===== config.mk =====
export PLATFORM = sky130hd
export DESIGN_NAME = ofm_pack_save_flat
export DESIGN_NICKNAME = d
export VERILOG_FILES = /design/src/rtl/ofm_pack_save_if.sv /design/src/rtl/ofm_pack_save.sv /design/src/flat_wrapper.sv
export SDC_FILE = /design/constraint.sdc
export NUM_CORES = 1
export LEC_CHECK = 0
export ABC_AREA = 0
export CELL_PAD_IN_SITES_DETAIL_PLACEMENT = 0
export CELL_PAD_IN_SITES_GLOBAL_PLACEMENT = 1
export CORE_UTILIZATION = 40
export CTS_CLUSTER_DIAMETER = 50
export CTS_CLUSTER_SIZE = 8
export DETAILED_ROUTE_END_ITERATION = 8
export HOLD_SLACK_MARGIN = 0.03
export PLACE_DENSITY_LB_ADDON = 0.1
export SYNTH_ARGS = -nofsm -noshare
export SYNTH_HDL_FRONTEND = slang
export SYNTH_SLANG_ARGS = --single-unit

===== constraint.sdc =====
create_clock -name clk -period 3.8 [get_ports clk]
set_input_delay 0.76 -clock clk [delete_from_list [all_inputs] [get_ports clk]]
set_output_delay 0.76 -clock clk [all_outputs]
set_load 0.1 [all_outputs]

===== src/rtl/ofm_pack_save_if.sv =====
// Beat-in / bank-write-out bundle for the OFM packer.
// The master side is the producer/testbench and the slave side is the packer.
interface ofm_pack_save_if #(
    parameter int DW    = 32,
    parameter int PACK  = 4,
    parameter int NBANK = 16,
    parameter int AW    = 10
);
    logic                 i_start;
    logic [AW-1:0]        i_base;
    logic                 i_vld;
    logic [DW-1:0]        i_data;
    logic                 i_last;
    logic                 o_rdy;
    logic [DW*PACK-1:0]   o_wdata;
    logic [AW-1:0]        o_addr;
    logic [NBANK-1:0]     o_cs;
    logic                 o_busy;
    logic                 o_done;
    logic                 o_err;

    modport master (
        output i_start, i_base, i_vld, i_data, i_last,
        input  o_rdy, o_wdata, o_addr, o_cs, o_busy, o_done, o_err
    );

    modport slave (
        input  i_start, i_base, i_vld, i_data, i_last,
        output o_rdy, o_wdata, o_addr, o_cs, o_busy, o_done, o_err
    );
endinterface


===== src/rtl/ofm_pack_save.sv =====
// Packs PACK DW-bit OFM beats into one word and writes it round-robin across
// NBANK IFM banks; the shared address steps after each full bank sweep.
module ofm_pack_save #(
    parameter int DW    = 32,
    parameter int PACK  = 4,
    parameter int NBANK = 16,
    parameter int AW    = 10
) (
    input  logic           clk,
    input  logic           rstn,
    ofm_pack_save_if.slave bus
);
    localparam int LW = $clog2(PACK);
    localparam int BW = $clog2(NBANK);

    localparam logic [1:0] ST_IDLE  = 2'd0;
    localparam logic [1:0] ST_RUN   = 2'd1;
    localparam logic [1:0] ST_DRAIN = 2'd2;

    logic [1:0]          state_q, state_d;
    logic [LW-1:0]       lane_q, lane_d;
    logic [DW*PACK-1:0]  pack_q, pack_d;
    logic [DW*PACK-1:0]  wdata_q, wdata_d;
    logic [AW-1:0]       addr_q, addr_d;
    logic [AW-1:0]       waddr_q, waddr_d;
    logic [BW-1:0]       bank_q, bank_d;
    logic [NBANK-1:0]    cs_q, cs_d;
    logic                done_q, done_d;
    logic                err_q, err_d;
    logic                full_q, full_d;

    logic                accept;
    logic                complete;
    logic [DW*PACK-1:0]  merged;

    assign accept   = bus.i_vld && (state_q == ST_RUN);
    assign complete = accept && ((lane_q == LW'(PACK - 1)) || bus.i_last);

    // Current group with the incoming beat dropped into its lane; lanes
    // not yet written stay zero because pack_q is cleared per group.
    for (genvar gi = 0; gi < PACK; gi++) begin : g_lane
        assign merged[gi*DW +: DW] = (accept && (lane_q == LW'(gi)))
                                     ? bus.i_data : pack_q[gi*DW +: DW];
    end

    always_comb begin
        state_d = state_q;
        lane_d  = lane_q;
        pack_d  = pack_q;
        wdata_d = wdata_q;
        addr_d  = addr_q;
        waddr_d = waddr_q;
        bank_d  = bank_q;
        cs_d    = '0;
        done_d  = 1'b0;
        err_d   = err_q;
        full_d  = full_q;
        case (state_q)
            ST_IDLE: begin
                if (bus.i_start) begin
                    state_d = ST_RUN;
                    waddr_d = bus.i_base;
                    lane_d  = '0;
                    bank_d  = '0;
                    pack_d  = '0;
                    full_d  = 1'b0;
                    err_d   = 1'b0;
                end
            end
            ST_RUN: begin
                if (accept) begin
                    if (complete) begin
                        pack_d = '0;
                        lane_d = '0;
                        // Once the last address of the last bank is used,
                        // every further write is dropped and flagged.
                        if (full_q) begin
                            err_d = 1'b1;
                        end else begin
                            cs_d    = NBANK'(1) << bank_q;
                            addr_d  = waddr_q;
                            wdata_d = merged;
                            bank_d  = bank_q + 1'b1;
                            if (bank_q == {BW{1'b1}}) begin
                                waddr_d = waddr_q + 1'b1;
                                if (waddr_q == {AW{1'b1}}) begin
                                    full_d = 1'b1;
                                end
                            end
                        end
                    end else begin
                        pack_d = merged;
                        lane_d = lane_q + 1'b1;
                    end
                    if (bus.i_last) begin
                        state_d = ST_DRAIN;
                        done_d  = 1'b1;
                    end
                end
            end
            ST_DRAIN: state_d = ST_IDLE;
            default:  state_d = ST_IDLE;
        endcase
    end

    always_ff @(posedge clk) begin
        if (!rstn) begin
            state_q <= ST_IDLE;
            lane_q  <= '0;
            pack_q  <= '0;
            wdata_q <= '0;
            addr_q  <= '0;
            waddr_q <= '0;
            bank_q  <= '0;
            cs_q    <= '0;
            done_q  <= 1'b0;
            err_q   <= 1'b0;
            full_q  <= 1'b0;
        end else begin
            state_q <= state_d;
            lane_q  <= lane_d;
            pack_q  <= pack_d;
            wdata_q <= wdata_d;
            addr_q  <= addr_d;
            waddr_q <= waddr_d;
            bank_q  <= bank_d;
            cs_q    <= cs_d;
            done_q  <= done_d;
            err_q   <= err_d;
            full_q  <= full_d;
        end
    end

    assign bus.o_rdy   = (state_q == ST_RUN);
    assign bus.o_busy  = (state_q != ST_IDLE);
    assign bus.o_wdata = wdata_q;
    assign bus.o_addr  = addr_q;
    assign bus.o_cs    = cs_q;
    assign bus.o_done  = done_q;
    assign bus.o_err   = err_q;
endmodule

===== src/flat_wrapper.sv =====
// flat-port wrapper written by rule: the top's interface ports become plain ports
module ofm_pack_save_flat 
#(
    parameter int DW    = 32,
    parameter int PACK  = 4,
    parameter int NBANK = 16,
    parameter int AW    = 10
)
  (clk, rstn, bus_i_start, bus_i_base, bus_i_vld, bus_i_data, bus_i_last, bus_o_rdy, bus_o_wdata, bus_o_addr, bus_o_cs, bus_o_busy, bus_o_done, bus_o_err);
  ofm_pack_save_if #(.DW(DW), .PACK(PACK), .NBANK(NBANK), .AW(AW)) bus_i ();
  input  logic clk;
  input  logic rstn;
  input wire logic [$bits(bus_i.i_start)-1:0] bus_i_start;
  input wire logic [$bits(bus_i.i_base)-1:0] bus_i_base;
  input wire logic [$bits(bus_i.i_vld)-1:0] bus_i_vld;
  input wire logic [$bits(bus_i.i_data)-1:0] bus_i_data;
  input wire logic [$bits(bus_i.i_last)-1:0] bus_i_last;
  output wire logic [$bits(bus_i.o_rdy)-1:0] bus_o_rdy;
  output wire logic [$bits(bus_i.o_wdata)-1:0] bus_o_wdata;
  output wire logic [$bits(bus_i.o_addr)-1:0] bus_o_addr;
  output wire logic [$bits(bus_i.o_cs)-1:0] bus_o_cs;
  output wire logic [$bits(bus_i.o_busy)-1:0] bus_o_busy;
  output wire logic [$bits(bus_i.o_done)-1:0] bus_o_done;
  output wire logic [$bits(bus_i.o_err)-1:0] bus_o_err;
  assign bus_i.i_start = bus_i_start;
  assign bus_i.i_base = bus_i_base;
  assign bus_i.i_vld = bus_i_vld;
  assign bus_i.i_data = bus_i_data;
  assign bus_i.i_last = bus_i_last;
  assign bus_o_rdy = bus_i.o_rdy;
  assign bus_o_wdata = bus_i.o_wdata;
  assign bus_o_addr = bus_i.o_addr;
  assign bus_o_cs = bus_i.o_cs;
  assign bus_o_busy = bus_i.o_busy;
  assign bus_o_done = bus_i.o_done;
  assign bus_o_err = bus_i.o_err;
  ofm_pack_save #(.DW(DW), .PACK(PACK), .NBANK(NBANK), .AW(AW)) u_core (.clk(clk), .rstn(rstn), .bus(bus_i));
endmodule

==> impl_metrics.tcl <==
set metrics [dict create \
    crit_chain "nand2b_4 -> inv_1 -> buf_4" \
    synth_cells 1217 \
    crit_required_ns 3.04 \
    status "completed" \
    cts.path.max_buffers 3 \
    antenna_found_initial 0 \
    fin_setup_tns_ns 0 \
    wl_met3_um 1760 \
    cap_violations 0 \
    antenna_left 0 \
    ios 205 \
    grt_max_degree 126 \
    portBuffers 204 \
    relSlewSlack_pct 28.9 \
    vias 9378 \
    rsz0062_at_grt "no" \
    cts_buffers 44 \
    hold_class "reg2reg" \
    syn_avg_cell_area_um2 9.77 \
    irDropWorstVdd_mv 0.343 \
    die_x_um 174 \
    p_leak_nw 6.10 \
    grt_pass1_wl_um 50600 \
    rows 62 \
    met1Wirelength_um 14700 \
    syn_area_mm2 0.0119 \
    r2r_start "u_core.state_q[0]" \
    nNetsFinal 1444 \
    drtIter0Drc 472 \
    path_max_fanout 21 \
    cts_tree "done" \
    area_delta_synth_final_pct 28.8 \
    critPathSlowestCell "dfxtp_1" \
    antenna_cells 0 \
    gp_congestion 0.786 \
    core_mm2 0.0290 \
    fmax_mhz 337 \
    r2r_cells 6 \
    first_pass_iters 5 \
    synth_top_area_share_pct 51.0 \
    worstSetupPathType "reg2out" \
    synthTopCellsByCount "303 x dfxtp_1, 240 x nor2_1, 129 x a211oi_1" \
    postCtsSetupBuffers 0 \
    endpoint_kind "primary output" \
    reg2reg_slack_ns 1.13 \
    top_layer "met4" \
    ys_warn_count 0 \
    r2r_end "u_core.bus.o_wdata[123]" \
    synthMostInstantiatedCell "dfxtp_1" \
    synth_edf_count 0 \
    route.met2.wl_um 14200 \
    wl_per_cell_um 17.5 \
    hold_depth 2 \
    holdPathEnd "u_core.bus.o_addr[0]" \
    synthFlopType "dfxtp_1" \
    yosysTopAreaCell "dfxtp_1" \
    die-height_um 174 \
    worst_pin_slew_ns 1.06 \
    clkLatencyLatePin_ns 0.51 \
    grt_pass1_vias 9048 \
    yosysSeqAreaShare_pct 51.0 \
    worstHoldStart "u_core.bus.o_addr[0]" \
    fin_skew_ns 0.00833 \
    post-route-drc-count 0 \
    ys_async_sr_fraction_pct 0 \
    critical_path_depth 3 \
    cp.buffers_inverters 2 \
    hold_viol 0 \
    dpl_worst_slack_ns 0.807 \
    cts_num_sinks 303 \
    p_per_area_mw_per_mm2 502 \
    holdBufCountCts 0 \
    grt_use_total_pct 20.6 \
    synth_nets 1275 \
    die_area_mm2 0.0304 \
    cts_root_buf "clkbuf_16" \
    post-route-period-util_pct 78.1 \
    crit_family "buffers and inverters" \
    ys_top_cells_by_area "dfxtp_1 51%, mux2i_1 11%, a211oi_1 8.1%" \
    gr-total-overflow 0 \
    critPathLaunchType "register" \
    vias_per_cell 5.28 \
    dp_hpwl_um 19400 \
    crit_path_max_incr_delay_ns 0.63 \
    timing.final.crit_period_ns 2.97 \
    ys_ff_latch 303 \
    cts_resized 0 \
    ctsHtreeMaxLevel 2 \
    wirelength_um 31100 \
    finalSetupViolations 0 \
    clkTransAtPathRegs_ns 0.05 \
    slew_viol_final 0 \
    drive_gt1_share_pct 6.54 \
    start_util_pct 41.0 \
    layout_setup_ws_ns 0.833 \
    worstPathArrival_ns 2.21 \
    yosysUniqueCellTypes 54 \
]
## flip-flops by register name, summed over array words and instances (netlist names), 2 cells and up
signal / count
u_core.bank_q: 4
u_core.bus.o_addr: 10
u_core.bus.o_cs: 16
u_core.bus.o_wdata: 128
u_core.lane_q: 2
u_core.pack_q: 128
u_core.state_q: 2
u_core.waddr_q: 10
## area by class of cell
type                       count  area, um^2
inverter                      12        52.6
tap                          384         480
clock inverter                 1        5.00
multi-input combinational    798        5290
clock buffer                  51        1150
fill                        2710       13700
timing repair buffer         227        2270
sequential                   303        6070
## routing by layer
layer	vias up	track usage [%]
li1	4706	-
met1	4418	28.1
met2	209	32.5
met3	45	4.59
met4	0	5.81
met5	-	0
## kinds of logic (layout without fill, tap and decap cells)
family,Yosys count,in the layout,synth area share (%)
adders and majority gates,11,11,1.16
and+or+nand+nor,371,371,14.1
AOI/OAI and AO/OA,287,287,18.2
buffers and inverters,116,291,4.67
DFF,303,303,51.0
muxes,129,129,10.9
## power by group
| group | switching, mW | internal, mW | leakage, nW | total [mW] |
|---|---|---|---|---|
| combinational | 0.759 | 0.251 | 3.08 | 1.01 |
| clock | 1.28 | 2.08 | 0.566 | 3.36 |
| sequential | 0.0535 | 3.26 | 2.45 | 3.31 |
## worst min-delay path, stage by stage (launching register included)
cell,delay [ns]
dfxtp_1,0.30
nand2_1,0.05
a21oi_1,0.05
## cell usage in the layout (no fill, tap or decap), types with 8 or more instances in the layout
cell,Yosys,routed
a21oi_1,21,21
o21ai_0,8,8
nor2_1,240,240
nand2_1,38,38
and2_1,38,38
a211oi_1,129,129
buf_4,8,20
dfxtp_1,303,303
and3_1,14,14
ha_1,11,11
clkbuf_16,0,45
mux2i_1,128,128
clkdlybuf4s50_1,0,202
inv_1,11,11
a22oi_1,95,95
## worst max-delay path by stage
stage,startpoint,end
after CTS,u_core.state_q[0],bus_o_rdy
final,u_core.state_q[0],bus_o_rdy
after detailed placement,bus_i_vld,u_core.bus.o_cs[9]
after floorplan,u_core.state_q[1],bus_o_rdy
after global placement,bus_i_vld,u_core.waddr_q[2]
after global routing,u_core.state_q[0],bus_o_rdy
## through the flow
stage / hold slack, ns / instance area (um^2) / utilization (%) / std cells / total power [mW]
floorplan: 0.430 / 11900 / - / 1217 / 4.09
global route: 0.470 / 15300 / 52.8 / 1776 / 7.97
global placement: 0.441 / 14200 / 48.8 / 1724 / 4.39
detailed placement: 0.443 / 14200 / 48.8 / 1724 / 4.39
CTS: 0.454 / 15300 / 52.8 / 1776 / 7.77
finish: 0.450 / 15300 / 52.8 / 1776 / 7.68
Power figures use the tool's default switching activity.
